## config.mk

```make
export PLATFORM = sky130hd
export DESIGN_NAME = load_store_unit_flat
export DESIGN_NICKNAME = d
export VERILOG_FILES = /design/src/rtl/lsu_pkg.sv /design/src/rtl/lsu_if.sv /design/src/rtl/lsu_lane_mux.sv /design/src/rtl/load_store_unit.sv /design/src/flat_wrapper.sv
export SDC_FILE = /design/constraint.sdc
export NUM_CORES = 1
export LEC_CHECK = 0
export CAP_MARGIN = 5
export CORE_AREA = 2 2 194 139
export DETAILED_ROUTE_END_ITERATION = 8
export DIE_AREA = 0 0 196 141
export GPL_TIMING_DRIVEN = 0
export MAX_ROUTING_LAYER = met4
export PLACE_DENSITY = 0.64
export SYNTH_ARGS = -nofsm -noshare
export SYNTH_HDL_FRONTEND = slang
export SYNTH_SLANG_ARGS = --single-unit
```

## constraint.sdc

```tcl
create_clock -name clk -period 2.3 [get_ports clk]
set_input_delay 0.23 -clock clk [delete_from_list [all_inputs] [get_ports clk]]
set_output_delay 0.23 -clock clk [all_outputs]
set_load 0.05 [all_outputs]
```

## src/rtl/lsu_pkg.sv

```systemverilog
// lsu_pkg: shared constants for the load/store unit
// Holds the access size encodings, FSM state codes and the default data
// memory size used by load_store_unit and lsu_lane_mux.
package lsu_pkg;
    localparam int unsigned MEM_BYTES_DEF = 16384;

    localparam logic [1:0] SZ_BYTE = 2'b00;
    localparam logic [1:0] SZ_HALF = 2'b01;
    localparam logic [1:0] SZ_WORD = 2'b10;
    localparam logic [1:0] SZ_RSVD = 2'b11;

    typedef logic [2:0] state_t;
    localparam state_t S_IDLE   = 3'd0;
    localparam state_t S_LOAD   = 3'd1;
    localparam state_t S_RMW_RD = 3'd2;
    localparam state_t S_RMW_WR = 3'd3;
    localparam state_t S_ST_WR  = 3'd4;
    localparam state_t S_RESP   = 3'd5;
endpackage

```

## src/rtl/lsu_if.sv

```systemverilog
// lsu_if: request/response handshake between datapath and load/store unit
// Ports (signals):
//   req_valid/req_ready      request handshake, accept when both high on posedge
//   req_write/size/signed    access kind, size (00 b, 01 h, 10 w, 11 rsvd), load extension
//   req_addr/req_wdata       byte address, store data (low bits used for b/h)
//   resp_valid/err/rdata     one-cycle completion pulse with error flag and load data
// master = datapath side, slave = load/store unit side.
interface lsu_if;
    logic        req_valid;
    logic        req_ready;
    logic        req_write;
    logic [1:0]  req_size;
    logic        req_signed;
    logic [31:0] req_addr;
    logic [31:0] req_wdata;
    logic        resp_valid;
    logic        resp_err;
    logic [31:0] resp_rdata;

    modport master (
        output req_valid, req_write, req_size, req_signed, req_addr, req_wdata,
        input  req_ready, resp_valid, resp_err, resp_rdata
    );

    modport slave (
        input  req_valid, req_write, req_size, req_signed, req_addr, req_wdata,
        output req_ready, resp_valid, resp_err, resp_rdata
    );
endinterface

```

## src/rtl/lsu_lane_mux.sv

```systemverilog
// lsu_lane_mux: little-endian byte/half lane extract and merge
// Ports:
//   addr_lo_i  in  2   low address bits selecting the lane
//   size_i     in  2   access size
//   signed_i   in  1   sign-extend loads
//   rword_i    in  32  word read from memory
//   wdata_i    in  32  store data, byte/half in the low bits
//   ld_data_o  out 32  extracted and extended load value
//   st_word_o  out 32  rword_i with the addressed lane(s) replaced by wdata_i
// Halves are selected by addr_lo_i[1] only, so addr_lo_i[0] is ignored for them.
module lsu_lane_mux
    import lsu_pkg::*;
(
    input  logic [1:0]  addr_lo_i,
    input  logic [1:0]  size_i,
    input  logic        signed_i,
    input  logic [31:0] rword_i,
    input  logic [31:0] wdata_i,
    output logic [31:0] ld_data_o,
    output logic [31:0] st_word_o
);
    logic [7:0]  byte_sel;
    logic [15:0] half_sel;

    assign byte_sel = rword_i[{addr_lo_i, 3'b000} +: 8];
    assign half_sel = rword_i[{addr_lo_i[1], 4'b0000} +: 16];

    assign ld_data_o = (size_i == SZ_BYTE) ? {{24{signed_i & byte_sel[7]}}, byte_sel} :
                       (size_i == SZ_HALF) ? {{16{signed_i & half_sel[15]}}, half_sel} :
                       rword_i;

    always_comb begin
        st_word_o = wdata_i;
        if (size_i == SZ_BYTE) begin
            st_word_o = rword_i;
            st_word_o[{addr_lo_i, 3'b000} +: 8] = wdata_i[7:0];
        end else if (size_i == SZ_HALF) begin
            st_word_o = rword_i;
            st_word_o[{addr_lo_i[1], 4'b0000} +: 16] = wdata_i[15:0];
        end
    end
endmodule

```

## src/rtl/load_store_unit.sv

```systemverilog
// load_store_unit: byte/half/word loads and stores over a word-only data memory
// Ports:
//   clk, rst_n       clock, asynchronous active-low reset
//   bus (lsu_if)     request/response handshake, slave side
//   mem_read         memory read strobe
//   mem_write        memory write strobe, sampled on posedge clk
//   mem_address      word-aligned address {addr[31:2],2'b00}
//   mem_write_data   full word to write
//   mem_read_data    combinational read data from memory
// Build option: LSU_ALIGN_CHECK_EN flags misaligned half/word accesses as errors.
// Sub-word stores read the word, merge the addressed lanes, then write it back.
module load_store_unit
    import lsu_pkg::*;
#(
    parameter int unsigned MEM_BYTES = MEM_BYTES_DEF,
    parameter int unsigned DATA_W    = 32
) (
    input  logic              clk,
    input  logic              rst_n,
    lsu_if.slave              bus,
    output logic              mem_read,
    output logic              mem_write,
    output logic [31:0]       mem_address,
    output logic [DATA_W-1:0] mem_write_data,
    input  logic [DATA_W-1:0] mem_read_data
);
    state_t            state_q, state_d;
    logic [31:0]       addr_q, addr_d;
    logic [1:0]        size_q, size_d;
    logic              signed_q, signed_d;
    logic [DATA_W-1:0] wdata_q, wdata_d;
    logic [DATA_W-1:0] merge_q, merge_d;
    logic [DATA_W-1:0] rdata_q, rdata_d;
    logic              err_q, err_d;
    logic              write_q, write_d;
    logic              misalign;
    logic              req_err;
    logic [DATA_W-1:0] ld_data;
    logic [DATA_W-1:0] st_word;

`ifdef LSU_ALIGN_CHECK_EN
    assign misalign = (bus.req_size == SZ_HALF && bus.req_addr[0]) ||
                      (bus.req_size == SZ_WORD && bus.req_addr[1:0] != 2'b00);
`else
    assign misalign = 1'b0;
`endif

    assign req_err = (bus.req_size == SZ_RSVD) || (bus.req_addr >= MEM_BYTES) || misalign;

    lsu_lane_mux u_lane_mux (
        .addr_lo_i (addr_q[1:0]),
        .size_i    (size_q),
        .signed_i  (signed_q),
        .rword_i   (mem_read_data),
        .wdata_i   (wdata_q),
        .ld_data_o (ld_data),
        .st_word_o (st_word)
    );

    always_comb begin
        state_d  = state_q;
        addr_d   = addr_q;
        size_d   = size_q;
        signed_d = signed_q;
        wdata_d  = wdata_q;
        merge_d  = merge_q;
        rdata_d  = rdata_q;
        err_d    = err_q;
        write_d  = write_q;
        case (state_q)
            S_IDLE: if (bus.req_valid) begin
                addr_d   = bus.req_addr;
                size_d   = bus.req_size;
                signed_d = bus.req_signed;
                wdata_d  = bus.req_wdata;
                write_d  = bus.req_write;
                err_d    = req_err;
                rdata_d  = '0;
                state_d  = req_err ? S_RESP :
                           !bus.req_write ? S_LOAD :
                           (bus.req_size == SZ_WORD) ? S_ST_WR : S_RMW_RD;
            end
            S_LOAD: begin
                rdata_d = ld_data;
                state_d = S_RESP;
            end
            S_RMW_RD: begin
                merge_d = st_word;
                state_d = S_RMW_WR;
            end
            S_RMW_WR, S_ST_WR: state_d = S_RESP;
            default: state_d = S_IDLE;
        endcase
    end

    always_ff @(posedge clk or negedge rst_n) begin
        if (!rst_n) begin
            state_q  <= S_IDLE;
            addr_q   <= '0;
            size_q   <= SZ_BYTE;
            signed_q <= 1'b0;
            wdata_q  <= '0;
            merge_q  <= '0;
            rdata_q  <= '0;
            err_q    <= 1'b0;
            write_q  <= 1'b0;
        end else begin
            state_q  <= state_d;
            addr_q   <= addr_d;
            size_q   <= size_d;
            signed_q <= signed_d;
            wdata_q  <= wdata_d;
            merge_q  <= merge_d;
            rdata_q  <= rdata_d;
            err_q    <= err_d;
            write_q  <= write_d;
        end
    end

    assign bus.req_ready   = (state_q == S_IDLE);
    assign bus.resp_valid  = (state_q == S_RESP);
    assign bus.resp_err    = bus.resp_valid & err_q;
    // Stores never load rdata_q, but gating on write keeps the contract explicit.
    assign bus.resp_rdata  = (bus.resp_valid && !write_q) ? rdata_q : '0;
    assign mem_read        = (state_q == S_LOAD) || (state_q == S_RMW_RD);
    assign mem_write       = (state_q == S_RMW_WR) || (state_q == S_ST_WR);
    assign mem_address     = {addr_q[31:2], 2'b00};
    assign mem_write_data  = (state_q == S_ST_WR) ? wdata_q : merge_q;
endmodule

```

## src/flat_wrapper.sv

```systemverilog
// flat-port wrapper written by rule: the top's interface ports become plain ports
module load_store_unit_flat import lsu_pkg::*;
#(
    parameter int unsigned MEM_BYTES = MEM_BYTES_DEF,
    parameter int unsigned DATA_W    = 32
)
  (clk, rst_n, mem_read, mem_write, mem_address, mem_write_data, mem_read_data, bus_req_valid, bus_req_write, bus_req_size, bus_req_signed, bus_req_addr, bus_req_wdata, bus_req_ready, bus_resp_valid, bus_resp_err, bus_resp_rdata);
  lsu_if bus_i ();
  input  logic clk;
  input  logic rst_n;
  output logic mem_read;
  output logic mem_write;
  output logic [31:0] mem_address;
  output logic [DATA_W-1:0] mem_write_data;
  input  logic [DATA_W-1:0] mem_read_data;
  input wire logic [$bits(bus_i.req_valid)-1:0] bus_req_valid;
  input wire logic [$bits(bus_i.req_write)-1:0] bus_req_write;
  input wire logic [$bits(bus_i.req_size)-1:0] bus_req_size;
  input wire logic [$bits(bus_i.req_signed)-1:0] bus_req_signed;
  input wire logic [$bits(bus_i.req_addr)-1:0] bus_req_addr;
  input wire logic [$bits(bus_i.req_wdata)-1:0] bus_req_wdata;
  output wire logic [$bits(bus_i.req_ready)-1:0] bus_req_ready;
  output wire logic [$bits(bus_i.resp_valid)-1:0] bus_resp_valid;
  output wire logic [$bits(bus_i.resp_err)-1:0] bus_resp_err;
  output wire logic [$bits(bus_i.resp_rdata)-1:0] bus_resp_rdata;
  assign bus_i.req_valid = bus_req_valid;
  assign bus_i.req_write = bus_req_write;
  assign bus_i.req_size = bus_req_size;
  assign bus_i.req_signed = bus_req_signed;
  assign bus_i.req_addr = bus_req_addr;
  assign bus_i.req_wdata = bus_req_wdata;
  assign bus_req_ready = bus_i.req_ready;
  assign bus_resp_valid = bus_i.resp_valid;
  assign bus_resp_err = bus_i.resp_err;
  assign bus_resp_rdata = bus_i.resp_rdata;
  load_store_unit #(.MEM_BYTES(MEM_BYTES), .DATA_W(DATA_W)) u_core (.clk(clk), .rst_n(rst_n), .bus(bus_i), .mem_read(mem_read), .mem_write(mem_write), .mem_address(mem_address), .mem_write_data(mem_write_data), .mem_read_data(mem_read_data));
endmodule
```

==> metrics, run 1 <==
design area 11000 um2; Clock power frac 0.170; min Tclk post-route 2.29 ns; Final HPWL DP 20200 um; Total Power 16.5 mW; clock slew at reported path FFs 0.06 ns; WP data arrival 2.06 ns; Clock Sinks 136; ranking of synthesized cells by area dfrtp_1 44%, mux2_2 16%, nand2_1 5.0%; Gate power share 0.580; Routed WL 26600 um; critical path's slowest cell dfrtp_1; Vias per Instance 5.08; vias in the first global route 6492; CP Data Required Time 2.07 ns; IO Count 204; initial antenna violation count 0; fillers 2525; CP peak stage delay 0.39 ns; internal power 9.03 mW; Max FO, Critical Path 10; Post-synth top cells 136 x dfrtp_1, 107 x mux2_2, 101 x nand2_1; H-Tree Depth 4; Setup crit start u_core.state_q[0]; Crit Path Category reg2out; largest family of logic cells by synthesized area multiplexers; post-synthesis sequential area ratio 0.445; CTS tree built; final core occ 0.423; placed cell areas 10100 um2; Die Wd 196 um; GP Congestion 0.932; Synth Flop Type dfrtp_1; Post-Synth Adder-Cell Area 0.00818; kind of end point of the critical path output pin; top cell family by delay on the critical path buffers and inverters; Final period util 0.996; Synth Area in Simple Gates 0.128; Max transition margin 0.490; WP buf/inv 4; fin nets 1064; CTS Buffer Depth 2; yosys warns 0; DR WL/cell 20.3 um; async set-reset flop share out of synthesis 1.00; status finished clean; count leader, synth dfrtp_1; Port-buffer cells 201; RSZ-0062 raised after global routing true; row cnt 50; root buf cell clkbuf_16; Net Sw Frac 0.454; clk_skew 0.00759 ns; CP Launch Type flip-flop; worst hold path class in2async; Leak 4.95 nW; Compound-Gate Fraction of Synth Area 0.145; Core Footprint 26000 um2; VDD IR max 0.826 mV; Die H 141 um; Yosys top cell by area dfrtp_1; P&R area growth vs syn 44.0%; Setup WS pre-CTS -0.687 ns; DR pass1 iterations 5; Synth Instances 723; Sw Pwr 7.51 mW; Post-synth EDFFs 0; Hold Fails Final Rpt 0; sequential power share 0.250; max_cap viols 0; initial DRC count 530; Setup Viol. Count Final 0; post-synthesis mux area share 0.197; crit-path cells buf_6 > nor3b_4 > buf_12 > buf_12 > mux2_2 > buf_6; fraction of layout cells with a size suffix above 1 0.327; first-pass GRT wire length 39800 um; Antenna Nets Post-Route 0; actual slew at the worst max-slew pin 0.760 ns; Post-Synth XOR/XNOR Area 0; total CTS buffers 17; R2R Path Start u_core.addr_q[1]; n_diodes 0; Final WS setup 0.00963 ns; Via Count 6643; total gr overflow 0; Distinct cells, synth 50; Yosys reg bits 136; Initial Util 0.294; Peak Freq 437 MHz; pin count of the biggest net entering global routing 85; Yosys top cell area share 0.445; DRC errors left 0; Syn Std Cell Area 7650 um2; syn_area_per_cell 10.6 um2; full die area 27600 um2; Power Dens Cells 1500 nW/um2; final slew viol count 0; GRT Total Usage 0.199; clk_lat worst skew 0.43 ns
-- cell usage in the layout, fill, tap and decap left out, drive strengths merged, types with 4 or more instances in the layout --
cell type and instances:
a31oi 16, o31ai 4, ha 5, o21ai 44, a22o 13, and3 7, a21oi 4, and2 35
o22ai 4, o211a 8, nor3 4, dfrtp 136, nand3 9, a32o 8, a221o 8, buf 129
nand2 101, a221oi 24, clkbuf 54, inv 8, clkinvlp 4, clkdlybuf4s50 131, mux2 107, nor2 35
clkinv 7, mux2i 30
-- final cells by class --
| type | count | area [um2] | share of cell area |
|---|---|---|---|
| timing repair buffer | 213 | 2130 | 0.194 |
| buffer | 87 | 652 | 0.0592 |
| inverter | 10 | 45.0 | 0.00409 |
| multi-input combinational | 491 | 3760 | 0.342 |
| clock buffer | 20 | 447 | 0.0405 |
| sequential | 136 | 3400 | 0.309 |
| tap | 338 | 423 | 0.0384 |
| clock inverter | 12 | 151 | 0.0137 |
-- final timing paths --
kind	end	slack, ns	depth (start not counted)
min in group clk	u_core.signed_q	0.36	3
hold reg to reg	u_core.rdata_q[19]	0.47	2
max in group asynchronous	u_core.addr_q[29]	1.14	3
hold / removal	u_core.rdata_q[24]	0.33	2
setup / recovery	mem_write_data[27]	0.01	6
setup reg to reg	u_core.merge_q[13]	0.09	9
-- through the flow --
stage | setup TNS (ns) | hold WS [ns] | std cells
after floorplan | 0 | -0.0656 | 724
after global placement | -682.45 | 0.458 | 1263
after detailed placement | -40.91 | 0.213 | 1264
after CTS | -0.121 | 0.338 | 1299
after global routing | -0.843 | 0.377 | 1307
final | 0 | 0.328 | 1307
-- power by group through the flow --
stage | clock network [mW] | logic [mW] | registers (mW)
global placement | 0 | 8.96 | 4.07
global route | 2.99 | 10.2 | 4.22
detailed placement | 0 | 9.02 | 4.10
CTS | 2.86 | 9.17 | 4.08
floorplan | 0 | 6.48 | 3.73
finish | 2.81 | 9.60 | 4.13
-- sequential cells by signal, summed over array words and instances, names as in the netlist, 2 cells and up --
signal          flops
u_core.state_q      3
u_core.addr_q      32
u_core.rdata_q     32
u_core.wdata_q     32
u_core.size_q       2
u_core.merge_q     32
-- cell families (layout without fill, tap and decap cells) --
group | Yosys count | in the layout
compound gates | 142 | 142
fa+ha+maj | 5 | 5
buf+inv | 97 | 342
flops | 136 | 136
mux | 137 | 137
other cells | 1 | 2
simple gates | 205 | 205
-- layer usage --
| layer | vias to the layer above | global-route usage | share of wire |
|---|---|---|---|
| li1 | 3034 | - | - |
| met1 | 3270 | 0.283 | 0.46 |
| met2 | 322 | 0.271 | 0.41 |
| met3 | 17 | 0.0734 | 0.12 |
| met4 | 0 | 0.0343 | 0.0069 |
| met5 | - | - | 0 |
-- repair_timing --
item / in CTS / in global routing
resized for setup: 409 / 86
hold buffers: 1 / 0
setup buffers: 2 / 7
pin swaps: 2 / 1
setup endpoints to repair: 101 / 94
hold endpoints to repair: 52 / 0
gates cloned: 0 / 1
Power figures use the tool's default switching activity.
==> run 2, diff against run 1 <==
--- a/config.mk
+++ b/config.mk
@@ -11,7 +11,8 @@
 export DIE_AREA = 0 0 196 141
 export GPL_TIMING_DRIVEN = 0
 export MAX_ROUTING_LAYER = met4
-export PLACE_DENSITY = 0.64
+export PLACE_DENSITY = 0.63
+export REMOVE_ABC_BUFFERS = 1
 export SYNTH_ARGS = -nofsm -noshare
 export SYNTH_HDL_FRONTEND = slang
 export SYNTH_SLANG_ARGS = --single-unit
==> constraint.sdc (replaced) <==
create_clock -name clk -period 2.18 [get_ports clk]
set_input_delay 0.218 -clock clk [delete_from_list [all_inputs] [get_ports clk]]
set_output_delay 0.218 -clock clk [all_outputs]
set_load 0.05 [all_outputs]
==> run 2 against run 1 <==
Compared with the run above: the run now ends with negative setup slack left; sequential power grew 6.1%; cell count down 4.4%; clock power down 2%; via count fell by 5.4%; clock-buffer cell count is the same.
==> metrics, run 2 (synthesized netlist as in run 1, its figures left out) <==
status finished, violations left; failing checks negative setup slack; most common cell after layout, fill and taps aside clkdlybuf4s50_1; WP data arrival 1.99 ns; multi-input logic area 3940 um2; Final HPWL DP 17300 um; kind of end point of the critical path output pin; DR WL/cell 20.7 um; CP peak stage delay 0.46 ns; P&R area growth vs syn 46.1%; Antenna Nets Post-Route 0; Core Footprint 26000 um2; Leak 4.94 nW; CTS Buffer Depth 2; fraction of layout cells with a size suffix above 1 0.329; CP Data Required Time 1.96 ns; clk_skew 0.0100 ns; met3 usage 0.0581; first-pass GRT wire length 37900 um; actual slew at the worst max-slew pin 0.846 ns; Die Wd 196 um; clock slew at reported path FFs 0.07 ns; CTS tree built; Die H 141 um; full die area 27600 um2; Setup Viol. Count Final 28; met1 Usage GRT 0.249; total CTS buffers 17; VDD IR max 0.726 mV; pin count of the biggest net entering global routing 71; RSZ-0062 raised after global routing true; Vias per Instance 5.03; crit-path cells nor3b_4 > buf_12 > buf_12 > mux2_4 > buf_8; root buf cell clkbuf_16; vias in the first global route 6241; GR Util met2 0.283; Power Dens Cells 1570 nW/um2; CP dominant cell by count buf_12; commonest non-fill, non-tap cells in the layout 131 x clkdlybuf4s50_1, 130 x dfrtp_1, 100 x nand2_1; Crit Path Category reg2out; Clock Sinks 136; GRT Total Usage 0.189; IO Count 204; max_cap viols 0; Peak Freq 453 MHz; Max transition margin 0.436; DRC errors left 0; worst hold path class in2async; final slew viol count 0; critical path's slowest cell dfrtp_2; fillers 2502; H-Tree Depth 4; initial antenna violation count 1; Via Count 6286; Routed WL 25900 um; GP Congestion 0.784; Total Power 17.5 mW; DR pass1 iterations 5; Setup TNS -0.388 ns; total gr overflow 0; CP Launch Type flip-flop; Reg area 3410 um2; min Tclk post-route 2.21 ns; clk_lat worst skew 0.43 ns; fin nets 1005; Initial Util 0.294; row cnt 50; Hold Fails Final Rpt 0; Final WS setup -0.0253 ns; gr busiest metal met2; Max FO, Critical Path 7; Final period util 1.01; Port-buffer cells 201; Setup WS pre-CTS -0.835 ns; initial DRC count 430
## run 2: cell type report
class | count | share of cell area
Antenna cell | 1 | 0.000224
Clock buffer | 20 | 0.0409
Clock inverter | 12 | 0.00840
Inverter | 10 | 0.00336
Multi-Input combinational cell | 494 | 0.352
Sequential cell | 136 | 0.305
Tap cell | 338 | 0.0378
Timing Repair Buffer | 238 | 0.252
## run 2: per-stage QoR
| step | area (um2) | utilization | instances | hold WS (ns) |
|---|---|---|---|---|
| 2_1_floorplan | 7110 | - | 637 | -0.0776 |
| 6_report | 11200 | 0.429 | 1249 | 0.361 |
| 3_5_place_dp | 9760 | 0.375 | 1183 | 0.293 |
| 3_3_place_gp | 9540 | 0.367 | 1176 | 0.453 |
| 4_1_cts | 10700 | 0.412 | 1241 | 0.361 |
| 5_1_grt | 11200 | 0.429 | 1249 | 0.380 |
## run 2: worst paths after layout
kind	start	to	slack [ns]	cells past startpoint
worst max-delay path	u_core.state_q[0]	mem_write_data[17]	-0.03	5
worst min-delay path	rst_n	u_core.addr_q[6]	0.36	2
worst max register to register	u_core.size_q[0]	u_core.merge_q[3]	0.10	3
worst min register to register	u_core.rdata_q[25]	u_core.rdata_q[25]	0.47	2
max in group asynchronous	rst_n	u_core.state_q[2]	1.00	3
min in group clk	bus_req_addr[1]	u_core.addr_q[1]	0.39	3
## run 2: timing repair
action | CTS | global route
pin swaps | 4 | 4
hold buffers | 1 | 0
buffers inserted | 21 | 5
setup endpoints to repair | 133 | 141
hold endpoints to repair | 66 | 0
gates resized for setup | 462 | 140
cloned | 4 | 4
## run 2: per-layer routing
metal	share of wire	up-vias
li1	-	2929
met1	0.47	3154
met2	0.45	184
met3	0.073	19
met4	0.011	0
met5	0	-
## run 2: where the power goes
part / switching [mW] / total [mW] / leakage, nW / internal [mW]
clock network: 1.23 / 2.76 / 0.252 / 1.53
registers: 0.908 / 4.38 / 1.62 / 3.47
logic: 5.84 / 10.4 / 3.06 / 4.55
total: 7.98 / 17.5 / 4.94 / 9.55
## run 2: worst max-delay path: cells and delay by family, from the launching register on
kind          cells  cell delay (ns)
flops             1             0.46
buf+inv           3             0.50
simple gates      1             0.27
mux               1             0.31
==> run 3, diff against run 2 <==
--- a/config.mk
+++ b/config.mk
@@ -10,8 +10,7 @@
 export DETAILED_ROUTE_END_ITERATION = 8
 export DIE_AREA = 0 0 196 141
 export GPL_TIMING_DRIVEN = 0
-export MAX_ROUTING_LAYER = met4
-export PLACE_DENSITY = 0.63
+export PLACE_DENSITY = 0.59
 export REMOVE_ABC_BUFFERS = 1
 export SYNTH_ARGS = -nofsm -noshare
 export SYNTH_HDL_FRONTEND = slang
==> run 3 against run 2 <==
Compared with the run above: the run still ends with negative setup slack left; first-iteration DRC count is 13% lower; critical path depth stayed put; highest routed layer unchanged; cell area is 3.6% lower; sequential share of layout area is 1.2 points higher; worst setup slack worse by 0.0016 ns; clock skew is 0.00064 ns higher; utilization is 1.6 points lower; combinational power is 6% lower; maximum frequency hardly changed; clock power hardly changed; clock-buffer cell count is 2 lower.
==> metrics, run 3 (synthesized netlist as in run 1, its figures left out) <==
status finished, violations left; failing checks negative setup slack; GP Congestion 0.750; most common cell after layout, fill and taps aside clkdlybuf4s50_1; met1 Usage GRT 0.260; final core occ 0.414; Port-buffer cells 201; H-Tree Depth 4; Setup WS pre-CTS -0.790 ns; root buf cell clkbuf_16; total CTS buffers 17; Core Footprint 26000 um2; fraction of layout cells with a size suffix above 1 0.311; Max transition margin 0.486; Peak Freq 453 MHz; DR pass1 iterations 5; Die H 141 um; Antenna Nets Post-Route 0; fillers 2544; row cnt 50; Clock Sinks 136; Crit Path Category reg2out; actual slew at the worst max-slew pin 0.771 ns; DRC errors left 0; total gr overflow 0; CTS tree built; RSZ-0062 raised after global routing true; Die Wd 196 um; non-filler instance count after layout 1247; Vias per Instance 5.00; first-pass GRT wire length 37800 um; Setup TNS -0.263 ns; gr busiest metal met2; min Tclk post-route 2.21 ns; dpl cells 1182; P&R area growth vs syn 40.8%; Initial Util 0.294; clk_lat worst skew 0.43 ns; Power Dens Cells 1580 nW/um2; full die area 27600 um2; clk_skew 0.0107 ns; commonest non-fill, non-tap cells in the layout 131 x clkdlybuf4s50_1, 130 x dfrtp_1, 100 x nand2_1; Final WS setup -0.0270 ns; pin count of the biggest net entering global routing 73; IO Count 204; CTS Buffer Depth 2; CP Data Required Time 1.96 ns; final slew viol count 0; Total Power 17.0 mW; Routed WL 25700 um; GR Util met2 0.270; Max FO, Critical Path 8; worst r2r path cells 5; flop-to-flop setup slack 0.05 ns; VDD IR max 0.802 mV; placed cell areas 9700 um2; Hold Fails Final Rpt 0; max_cap viols 0; n_diodes 0; vias in the first global route 6151; Setup Viol. Count Final 20; WP data arrival 1.99 ns; final hold slack 0.374 ns; met3 usage 0.0533; kind of end point of the critical path output pin; initial antenna violation count 0; Final period util 1.01; CP Launch Type flip-flop; initial DRC count 372; GRT Total Usage 0.183; fin nets 1006; DR WL/cell 20.6 um; clock slew at reported path FFs 0.06 ns; Final HPWL DP 17500 um; worst hold path class in2async; design area 10800 um2; Via Count 6240; Leak 4.78 nW
run 3: changes by cell type in the layout (fill, tap and decap cells not counted), moves of 8 or more:
cell    before  now
buf_4       16   39
mux2_4      32   24
and2_1      17   34
mux2_2      75   83
buf_8       42   12
and2_4      18    1
run 3: cell type report:
cell class	instances	area, um2	share of cell area
clock buffers	18	439	0.0408
clock inverters	12	106	0.00988
inverters	10	41.3	0.00383
multi-input cells	495	3880	0.360
flip-flops and latches	136	3420	0.317
well taps	338	423	0.0393
repair buffers	238	2460	0.229
run 3: layer usage:
metal | vias to the layer above | wire length [um]
li1 | 2937 | -
met1 | 3082 | 12300
met2 | 205 | 11300
met3 | 16 | 1890
met4 | 0 | 271
met5 | - | 0
run 3: timing repair:
action,CTS,global route
gates cloned,2,6
resized for setup,439,48
hold buffers,1,0
buffers inserted,22,4
setup endpoints to repair,133,107
pin swaps,4,7
endpoints found under the hold margin,64,0
run 3: critical path, cell delays in order (launching register included):
cell     delay [ns]
dfrtp_2        0.46
nor3b_4        0.26
buf_12         0.19
buf_16         0.14
mux2_2         0.34
buf_6          0.16
run 3: where the power goes:
part | internal [mW] | total, mW | switching, mW
Sequential | 3.47 | 4.42 | 0.948
Combinational | 4.11 | 9.79 | 5.68
Clock | 1.58 | 2.75 | 1.17
run 3: worst paths after layout:
kind	start	endpoint
max	u_core.state_q[2]	mem_write_data[6]
min	rst_n	u_core.addr_q[2]
max reg2reg	u_core.state_q[0]	u_core.addr_q[9]
min reg2reg	u_core.rdata_q[27]	u_core.rdata_q[27]
max in group asynchronous	rst_n	u_core.addr_q[1]
min in group clk	bus_req_wdata[12]	u_core.wdata_q[12]
